===== src/rtl/onehot_scan_decoder_pkg.sv =====
// Shared constants for the one-hot select decoder: FSM encodings, mode values
// and the scan-limit clamp helper.
package onehot_scan_decoder_pkg;

  localparam logic [0:0] ST_IDLE = 1'b0;
  localparam logic [0:0] ST_SCAN = 1'b1;

  localparam logic MODE_DIRECT = 1'b0;
  localparam logic MODE_SCAN   = 1'b1;

  // Limit a requested final scan index to the last physical output line.
  function automatic int unsigned clamp_last(input int unsigned last,
                                             input int unsigned out_w);
    return (last > out_w - 1) ? out_w - 1 : last;
  endfunction

endpackage


===== src/rtl/onehot_scan_decoder_if.sv =====
// Control/status bundle between the decoder and its consumer.
interface onehot_scan_decoder_if #(
  parameter int unsigned SEL_W = 4,
  parameter int unsigned OUT_W = 16
);
  logic             mode;
  logic             en;
  logic [SEL_W-1:0] sel_in;
  logic             start;
  logic [SEL_W-1:0] last;
  logic             step_ready;
  logic [OUT_W-1:0] out;
  logic [SEL_W-1:0] index;
  logic             valid;
  logic             busy;
  logic             done;
  logic             err;

  modport master (
    output mode, en, sel_in, start, last, step_ready,
    input  out, index, valid, busy, done, err
  );

  modport slave (
    input  mode, en, sel_in, start, last, step_ready,
    output out, index, valid, busy, done, err
  );
endinterface


===== src/rtl/onehot_scan_decoder_encode.sv =====
// Combinational index -> one-hot encoder with an in-range flag.
module onehot_encode #(
  parameter int unsigned SEL_W = 4,
  parameter int unsigned OUT_W = 16
) (
  input  logic [SEL_W-1:0] idx,
  output logic [OUT_W-1:0] onehot,
  output logic             in_range
);

  // Decode idx; indices past the last line yield all zeros.
  always_comb begin
    onehot   = '0;
    in_range = (32'(idx) < OUT_W);
    for (int unsigned i = 0; i < OUT_W; i++) begin
      onehot[i] = (32'(idx) == i);
    end
  end

endmodule


===== src/rtl/onehot_scan_decoder.sv =====
// One-hot select decoder: registered direct decode or ready-paced scan walk.
module onehot_scan_decoder #(
  parameter int unsigned SEL_W = 4,
  parameter int unsigned OUT_W = 16
) (
  input logic                  clk,
  input logic                  rst,
  onehot_scan_decoder_if.slave bus
);
  import onehot_scan_decoder_pkg::*;

  logic [0:0]       state;
  logic [OUT_W-1:0] out_q;
  logic [SEL_W-1:0] index_q;
  logic [SEL_W-1:0] last_q;
  logic             valid_q;
  logic             busy_q;
  logic             done_q;
  logic             err_q;

  logic [SEL_W-1:0] index_inc;
  logic [OUT_W-1:0] dir_onehot;
  logic             dir_ok;
  logic [OUT_W-1:0] scan_onehot;
  logic             scan_ok;

  assign index_inc = index_q + SEL_W'(1);

  onehot_encode #(.SEL_W(SEL_W), .OUT_W(OUT_W)) u_dir_enc (
    .idx      (bus.sel_in),
    .onehot   (dir_onehot),
    .in_range (dir_ok)
  );

  // Independent encode of the next scan index, cross-checked against the shift.
  onehot_encode #(.SEL_W(SEL_W), .OUT_W(OUT_W)) u_scan_chk (
    .idx      (index_inc),
    .onehot   (scan_onehot),
    .in_range (scan_ok)
  );

  // FSM and output registers; done/err default low so they pulse one cycle.
  always_ff @(posedge clk) begin
    if (rst) begin
      state   <= ST_IDLE;
      out_q   <= '0;
      index_q <= '0;
      last_q  <= '0;
      valid_q <= 1'b0;
      busy_q  <= 1'b0;
      done_q  <= 1'b0;
      err_q   <= 1'b0;
    end else begin
      done_q <= 1'b0;
      err_q  <= 1'b0;
      case (state)
        ST_IDLE: begin
          valid_q <= 1'b0;
          if (bus.mode == MODE_SCAN) begin
            if (bus.start) begin
              last_q  <= SEL_W'(clamp_last(32'(bus.last), OUT_W));
              index_q <= '0;
              out_q   <= OUT_W'(1);
              valid_q <= 1'b1;
              busy_q  <= 1'b1;
              state   <= ST_SCAN;
            end
          end else if (bus.en) begin
            if (dir_ok) begin
              out_q   <= dir_onehot;
              index_q <= bus.sel_in;
              valid_q <= 1'b1;
            end else begin
              out_q   <= '0;
              index_q <= '0;
              err_q   <= 1'b1;
            end
          end
        end
        ST_SCAN: begin
          if (bus.step_ready) begin
            if (index_q == last_q) begin
              out_q   <= '0;
              index_q <= '0;
              valid_q <= 1'b0;
              busy_q  <= 1'b0;
              done_q  <= 1'b1;
              state   <= ST_IDLE;
            end else begin
              index_q <= index_inc;
              out_q   <= out_q << 1;
            end
          end
        end
        default: state <= ST_IDLE;
      endcase
    end
  end

  a_scan_shift: assert property (@(posedge clk) disable iff (rst)
    (state == ST_SCAN && bus.step_ready && index_q != last_q)
      |-> (scan_ok && scan_onehot == (out_q << 1)));

  assign bus.out   = out_q;
  assign bus.index = index_q;
  assign bus.valid = valid_q;
  assign bus.busy  = busy_q;
  assign bus.done  = done_q;
  assign bus.err   = err_q;

endmodule

===== src/flat_wrapper.sv =====
// flat-port wrapper written by rule: the top's interface ports become plain ports
module onehot_scan_decoder_flat import onehot_scan_decoder_pkg::*;
#(
  parameter int unsigned SEL_W = 4,
  parameter int unsigned OUT_W = 16
)
  (clk, rst, bus_mode, bus_en, bus_sel_in, bus_start, bus_last, bus_step_ready, bus_out, bus_index, bus_valid, bus_busy, bus_done, bus_err);
  onehot_scan_decoder_if #(.SEL_W(SEL_W), .OUT_W(OUT_W)) bus_i ();
  input logic clk;
  input logic rst;
  input wire logic [$bits(bus_i.mode)-1:0] bus_mode;
  input wire logic [$bits(bus_i.en)-1:0] bus_en;
  input wire logic [$bits(bus_i.sel_in)-1:0] bus_sel_in;
  input wire logic [$bits(bus_i.start)-1:0] bus_start;
  input wire logic [$bits(bus_i.last)-1:0] bus_last;
  input wire logic [$bits(bus_i.step_ready)-1:0] bus_step_ready;
  output wire logic [$bits(bus_i.out)-1:0] bus_out;
  output wire logic [$bits(bus_i.index)-1:0] bus_index;
  output wire logic [$bits(bus_i.valid)-1:0] bus_valid;
  output wire logic [$bits(bus_i.busy)-1:0] bus_busy;
  output wire logic [$bits(bus_i.done)-1:0] bus_done;
  output wire logic [$bits(bus_i.err)-1:0] bus_err;
  assign bus_i.mode = bus_mode;
  assign bus_i.en = bus_en;
  assign bus_i.sel_in = bus_sel_in;
  assign bus_i.start = bus_start;
  assign bus_i.last = bus_last;
  assign bus_i.step_ready = bus_step_ready;
  assign bus_out = bus_i.out;
  assign bus_index = bus_i.index;
  assign bus_valid = bus_i.valid;
  assign bus_busy = bus_i.busy;
  assign bus_done = bus_i.done;
  assign bus_err = bus_i.err;
  onehot_scan_decoder #(.SEL_W(SEL_W), .OUT_W(OUT_W)) u_core (.clk(clk), .rst(rst), .bus(bus_i));
endmodule

===== config.mk =====
export PLATFORM = sky130hd
export DESIGN_NAME = onehot_scan_decoder_flat
export DESIGN_NICKNAME = d
export VERILOG_FILES = /design/src/rtl/onehot_scan_decoder_pkg.sv /design/src/rtl/onehot_scan_decoder_if.sv /design/src/rtl/onehot_scan_decoder_encode.sv /design/src/rtl/onehot_scan_decoder.sv /design/src/flat_wrapper.sv
export SDC_FILE = /design/constraint.sdc
export NUM_CORES = 1
export LEC_CHECK = 0
export BUFFER_PORTS_ARGS = -buffer_cell sky130_fd_sc_hd__clkbuf_2
export CAP_MARGIN = 15
export CORE_AREA = 10 10 63 65
export CTS_CLUSTER_SIZE = 20
export DETAILED_ROUTE_END_ITERATION = 6
export DIE_AREA = 0 0 73 75
export MAX_ROUTING_LAYER = met4
export PLACE_DENSITY = 0.84
export SLEW_MARGIN = 10
export SYNTH_ARGS = -nofsm -noshare
export SYNTH_HDL_FRONTEND = slang
export SYNTH_SLANG_ARGS = --single-unit
export TNS_END_PERCENT = 30

===== constraint.sdc =====
create_clock -name clk -period 1.8 [get_ports clk]
set_input_delay 0.09 -clock clk [delete_from_list [all_inputs] [get_ports clk]]
set_output_delay 0.09 -clock clk [all_outputs]
set_load 0.01 [all_outputs]

* After elaboration in Yosys (flattened, before gate mapping) *
Index checks and enable logic that the tools add are counted.

storage, ports and cells
  logic and storage cells = 64
  bits in registers = 28
  input bits = 14
  output and inout port bits = 24

cells by class
  add/sub/neg operators = 1
  reduce and logical (&&, ||, !) cells = 6
  bitwise logic cells = 2
  eq/ne operators = 22
  multiplexer cells = 26

operators by type and width
  cell                                            number
  2-to-1 mux 16 bit                               5
  == test 4 bit (second input constant)           8
  one-hot mux 16 bit (2 select lines)             1
  2-to-1 mux 4 bit                                5
  == test 4 x 3 -> 1 bit (second input constant)  4
  2-to-1 mux 1 bit                                11
  == test 4 x 2 -> 1 bit (second input constant)  2
  != test 2 bit (second input constant)           4
  one-hot mux 4 bit (2 select lines)              1
  != test 3 bit (second input constant)           2
  one-hot mux 1 bit (2 select lines)              3
  AND reduction 3 bit                             2
  adder 4 x 1 -> 4 bit (second input constant)    1
  == test 4 x 1 -> 1 bit (second input constant)  1
  == test 4 bit                                   1
  zero test 4 bit                                 1
  AND reduction 4 bit                             1
  OR reduction 3 bit                              1
  inverter 1 bit                                  2
  AND reduction 2 bit                             1

* Depth between registers and ports, before layout *
  depth after elaboration = 4
  gate-level depth with buffers = 6
  gate-level depth less buffers = 4

* Modules after synthesis *
From an unflattened synthesis, not the netlist that was laid out.

second synthesis, totals
  cell total of the unflattened synthesis = 168
  area, all modules = 1517.7 um^2

modules (own cells, without submodules)
  module               area an instance (um^2)  sequential area each (um^2)  times used  cells each
  onehot_scan_decoder  1280.0                   580.6                        1           146
  onehot_encode        237.7                    0.0                          1           22

* Worst setup path after synthesis *
OpenSTA, ideal clock, no wires.

  kind = flip-flop to flip-flop
  start point = register u_core.index_q[2], in the netlist u_core.bus.index[2]
  end point = register u_core.out_q[13], in the netlist u_core.bus.out[13]
  path buffers = 1
  path slack = 0.202 ns
  stages on the path, launching flop included = 6
  clock period less this slack = 1.598 ns
  data arrival time = 1.466 ns
  library setup time = 0.132 ns
  data required time = 1.668 ns
  cell sequence = dfxtp_1 xor2_1 o41a_1 buf_6 a221oi_1 nor3_1

between the ends
  word-level cells in the longest chain between the ends = 4

ends and longest elaborated chain
  element                              line                       text
  from (decl)                          onehot_scan_decoder.sv:14  logic [SEL_W-1:0] index_q;
  from (signal assigned)               onehot_scan_decoder.sv:71  index_q <= bus.sel_in;
  from (signal assigned)               onehot_scan_decoder.sv:90  index_q <= index_inc;
  == test 4 bit                        onehot_scan_decoder.sv:82  if (index_q == last_q) begin
  2-to-1 mux 16 bit                    onehot_scan_decoder.sv:82
  2-to-1 mux 16 bit                    onehot_scan_decoder.sv:81  if (bus.step_ready) begin
  one-hot mux 16 bit (2 select lines)  onehot_scan_decoder.sv:56  case (state)
  to (signal assigned)                 onehot_scan_decoder.sv:70  out_q <= dir_onehot;
  to (signal assigned)                 onehot_scan_decoder.sv:91  out_q <= out_q << 1;
  to (decl)                            onehot_scan_decoder.sv:13  logic [OUT_W-1:0] out_q;

No other way between the ends. The select of a mux whose other input is x is not followed.
A chain may end at the register's enable or synchronous reset.

* Worst setup path in the final report *
  start point = register u_core.index_q[2], in the netlist u_core.bus.index[2]
  end point = register u_core.out_q[1], in the netlist u_core.bus.out[1]

Same word-level chain as after synthesis.

==> run metrics <==
Cell Chain, Critical Path=xor2_1 -> o41a_1 -> buf_4 -> a221oi_1 -> nor3_1; final worst path period need=1.73 ns; via count=1271; CTS H-tree lvls=1; global-route wire length before repair=5780 um; Unique masters post-synth=36; Register Area=563 um2; CP delay by family, top=compound AO/OA/AOI/OAI gates; row cnt=19; Mapped Nets=161; FF-to-FF setup slack=0.07 ns; clk root buf=clkbuf_4; Area growth, synth to finish=23.9%; placed cells=208; DR iter-0 viols=61; routed vias/inst=5.88; clock net sink count=28; Clk pin slew, worst setup/hold paths=0.16 ns; CP Max Fanout=21; DIE WIDTH=73 um; clock buffer depth=2; Skew-Pair Late Insertion Delay=0.34 ns; layout cells sized above 1=30.3%; Finished Layout Cells=216; initial core utilization=49.0%; CP peak stage delay=0.40 ns; GRT Overall Usage=13.2%; synthesized area per cell=9.09 um2; sum of negative setup slack=0 ns; Slew headroom=62.8%; post-synthesis sequential area ratio=42.2%; Vert. Die Dim=75 um; worst setup margin=0.0721 ns; Pleak=0.715 nW; CTS tree=done; Async SR Flop Fraction=0%; largest net degree at the start of global routing=29; Worst-Margin Slew=0.558 ns; Mapped Cells=146; top_reg_cell synth=dfxtp_1; Post-CTS Setup Repair Bufs=0; antenna viol nets, final=0; initial antenna violation count=0; pre-CTS setup slack=0.101 ns; f_max=0.579 GHz; peak supply drop=0.00107 V; Ys Warns=0; GP Congestion=0.852; I/O pins=38; Die ar.=5480 um2; Clock power frac=28.3%; Psw=431 uW; hold crit path type=primary input to flip-flop; Post-synth EDFFs=0; TritonRoute pass-1 iters=4; Sequential Power Share=48.4%; Layout Nets=201; TritonCTS buffer count=3; buffers added on ports=36; combinational power share=23.3%; Worst Setup End Kind=flip-flop; required time of the critical path=2.01 ns; dpl hpwl=2570 um; max_cap viols=0; Crit-path slowest cell=o41a_1; diode count=0; Slew Viols, Final=0; Multi-input gate area=699 um2; CORE AREA=2710 um2; Layout Skew=0.0121 ns; Cell Pwr Density=896 nW/um2; final core occ=60.7%; total gr overflow=0; Post-Syn Area=1330 um2; P_int=1.04 mW; fillers=254; DR DRC count=0; Buffers & Inverters on Critical Path=1; setup repair after global routing missed its margin=yes; #FFs+latches synth=28; status=complete, no violations; Fin. Hold Viols=0; Crit Path Class=flip-flop to flip-flop; Final period util=96.0%; Critical Path AT=1.94 ns; Final setup viols=0; Net Sw Frac=29.2%; Total Routed Length=3470 um; Startpoint Class=flip-flop; drt wl/cell=16.1 um; number of global-route vias before repair=1303
[power by group through the flow]
stage | registers (mW) | logic, mW | clock network (mW)
3_3_place_gp | 0.721 | 0.317 | 0
5_1_grt | 0.720 | 0.383 | 0.459
2_1_floorplan | 0.738 | 0.203 | 0
3_5_place_dp | 0.724 | 0.329 | 0
4_1_cts | 0.711 | 0.338 | 0.428
6_report | 0.713 | 0.343 | 0.417
[flip-flops by register name, summed over array words and instances, names as in the netlist]
name,cells
u_core.bus.busy,1
u_core.bus.done,1
u_core.bus.index,4
u_core.bus.out,16
u_core.bus.valid,1
u_core.last_q,4
u_core.state,1
[path summary, 6_finish.rpt]
| path | from | endpoint | cells past startpoint |
|---|---|---|---|
| worst min register to register | u_core.bus.busy | u_core.bus.busy | 1 |
| worst max-delay path | u_core.bus.index[2] | u_core.bus.out[1] | 5 |
| worst min-delay path | bus_start | u_core.state | 3 |
| worst max register to register | u_core.bus.index[2] | u_core.bus.out[1] | 5 |
[metrics by stage]
stage	instance area (um2)	total power, mW	hold WS [ns]
final	1650	1.47	0.0409
after CTS	1620	1.48	0.0281
after global placement	1530	1.04	0.327
after detailed placement	1530	1.05	0.336
after global routing	1650	1.56	0.0335
after floorplan	1330	0.941	0.229
[routing by layer]
metal	routed length [um]	track usage [%]	part of all wire [%]	vias to the layer above
met5	0	-	0	-
met1	1530	14.5	44	600
met2	1670	22.2	48	41
met4	9	2.53	0.26	0
li1	-	-	-	628
met3	254	5.12	7.3	2
[worst register-to-register path, stage by stage (launching register included)]
cell,delay [ns]
dfxtp_2,0.38
xor2_1,0.18
o41a_1,0.40
buf_4,0.21
a221oi_1,0.34
nor3_1,0.09
[Yosys cell counts, types with 3 or more instances]
cell type	instances	area [um2]
a21oi_1	3	15.0
xor2_1	4	35.0
a211oi_1	5	37.5
nor3_1	12	60.1
nand2_1	3	11.3
a32oi_1	5	43.8
mux2i_1	4	40.0
buf_2	3	15.0
dfxtp_1	28	561
nor2_1	26	97.6
a221oi_1	12	105
inv_1	5	18.8
clkbuf_1	3	11.3
[logic make-up (layout without fill, tap and decap cells)]
| family | count (synthesis) | after routing | share of synthesized area (%) |
|---|---|---|---|
| compound gates | 36 | 36 | 22.3 |
| xor+xnor | 4 | 4 | 2.64 |
| fa+ha+maj | 1 | 1 | 0.942 |
| buf+inv | 17 | 56 | 6.79 |
| flops | 28 | 28 | 42.2 |
| mux | 7 | 7 | 6.41 |
| other cells | 1 | 1 | 0.282 |
| simple gates | 52 | 52 | 18.4 |
[layout by cell type (no fill, tap or decap), drive strengths merged]
master       netlist  routed
clkbuf             3      39
dfxtp             28      28
nor2              26      26
a221oi            13      13
nor3              12      12
buf                9       7
inv                5       5
a32oi              5       5
a211oi             5       5
mux2i              5       5
xor2               4       4
dlygate4sd3        0       4
nand2              3       3
a21oi              3       3
nor4               2       2
nand3              2       2
nor4b              2       2
nor2b              2       2
a22oi              2       2
o32ai              2       2
mux2               2       2
a31oi              1       1
o21a               1       1
and3               1       1
o41a               1       1
a21boi             1       1
nand2b             1       1
a21o               1       1
or4b               1       1
o31ai              1       1
ha                 1       1
conb               1       1
bufinv             0       1
[layout make-up]
cell class	instances	share of cell area (%)
clock inverters	1	1.83
well taps	31	2.36
multi-input cells	101	42.5
inverters	5	1.14
clock buffers	3	1.37
flip-flops and latches	28	34.2
repair buffers	47	16.6
[repair_timing]
item                                   4_1_cts  5_1_grt
resized for setup                            0        6
setup endpoints to repair                    0       12
hold buffers                                 4        0
endpoints found under the hold margin        4        0
Power figures use the tool's default switching activity.
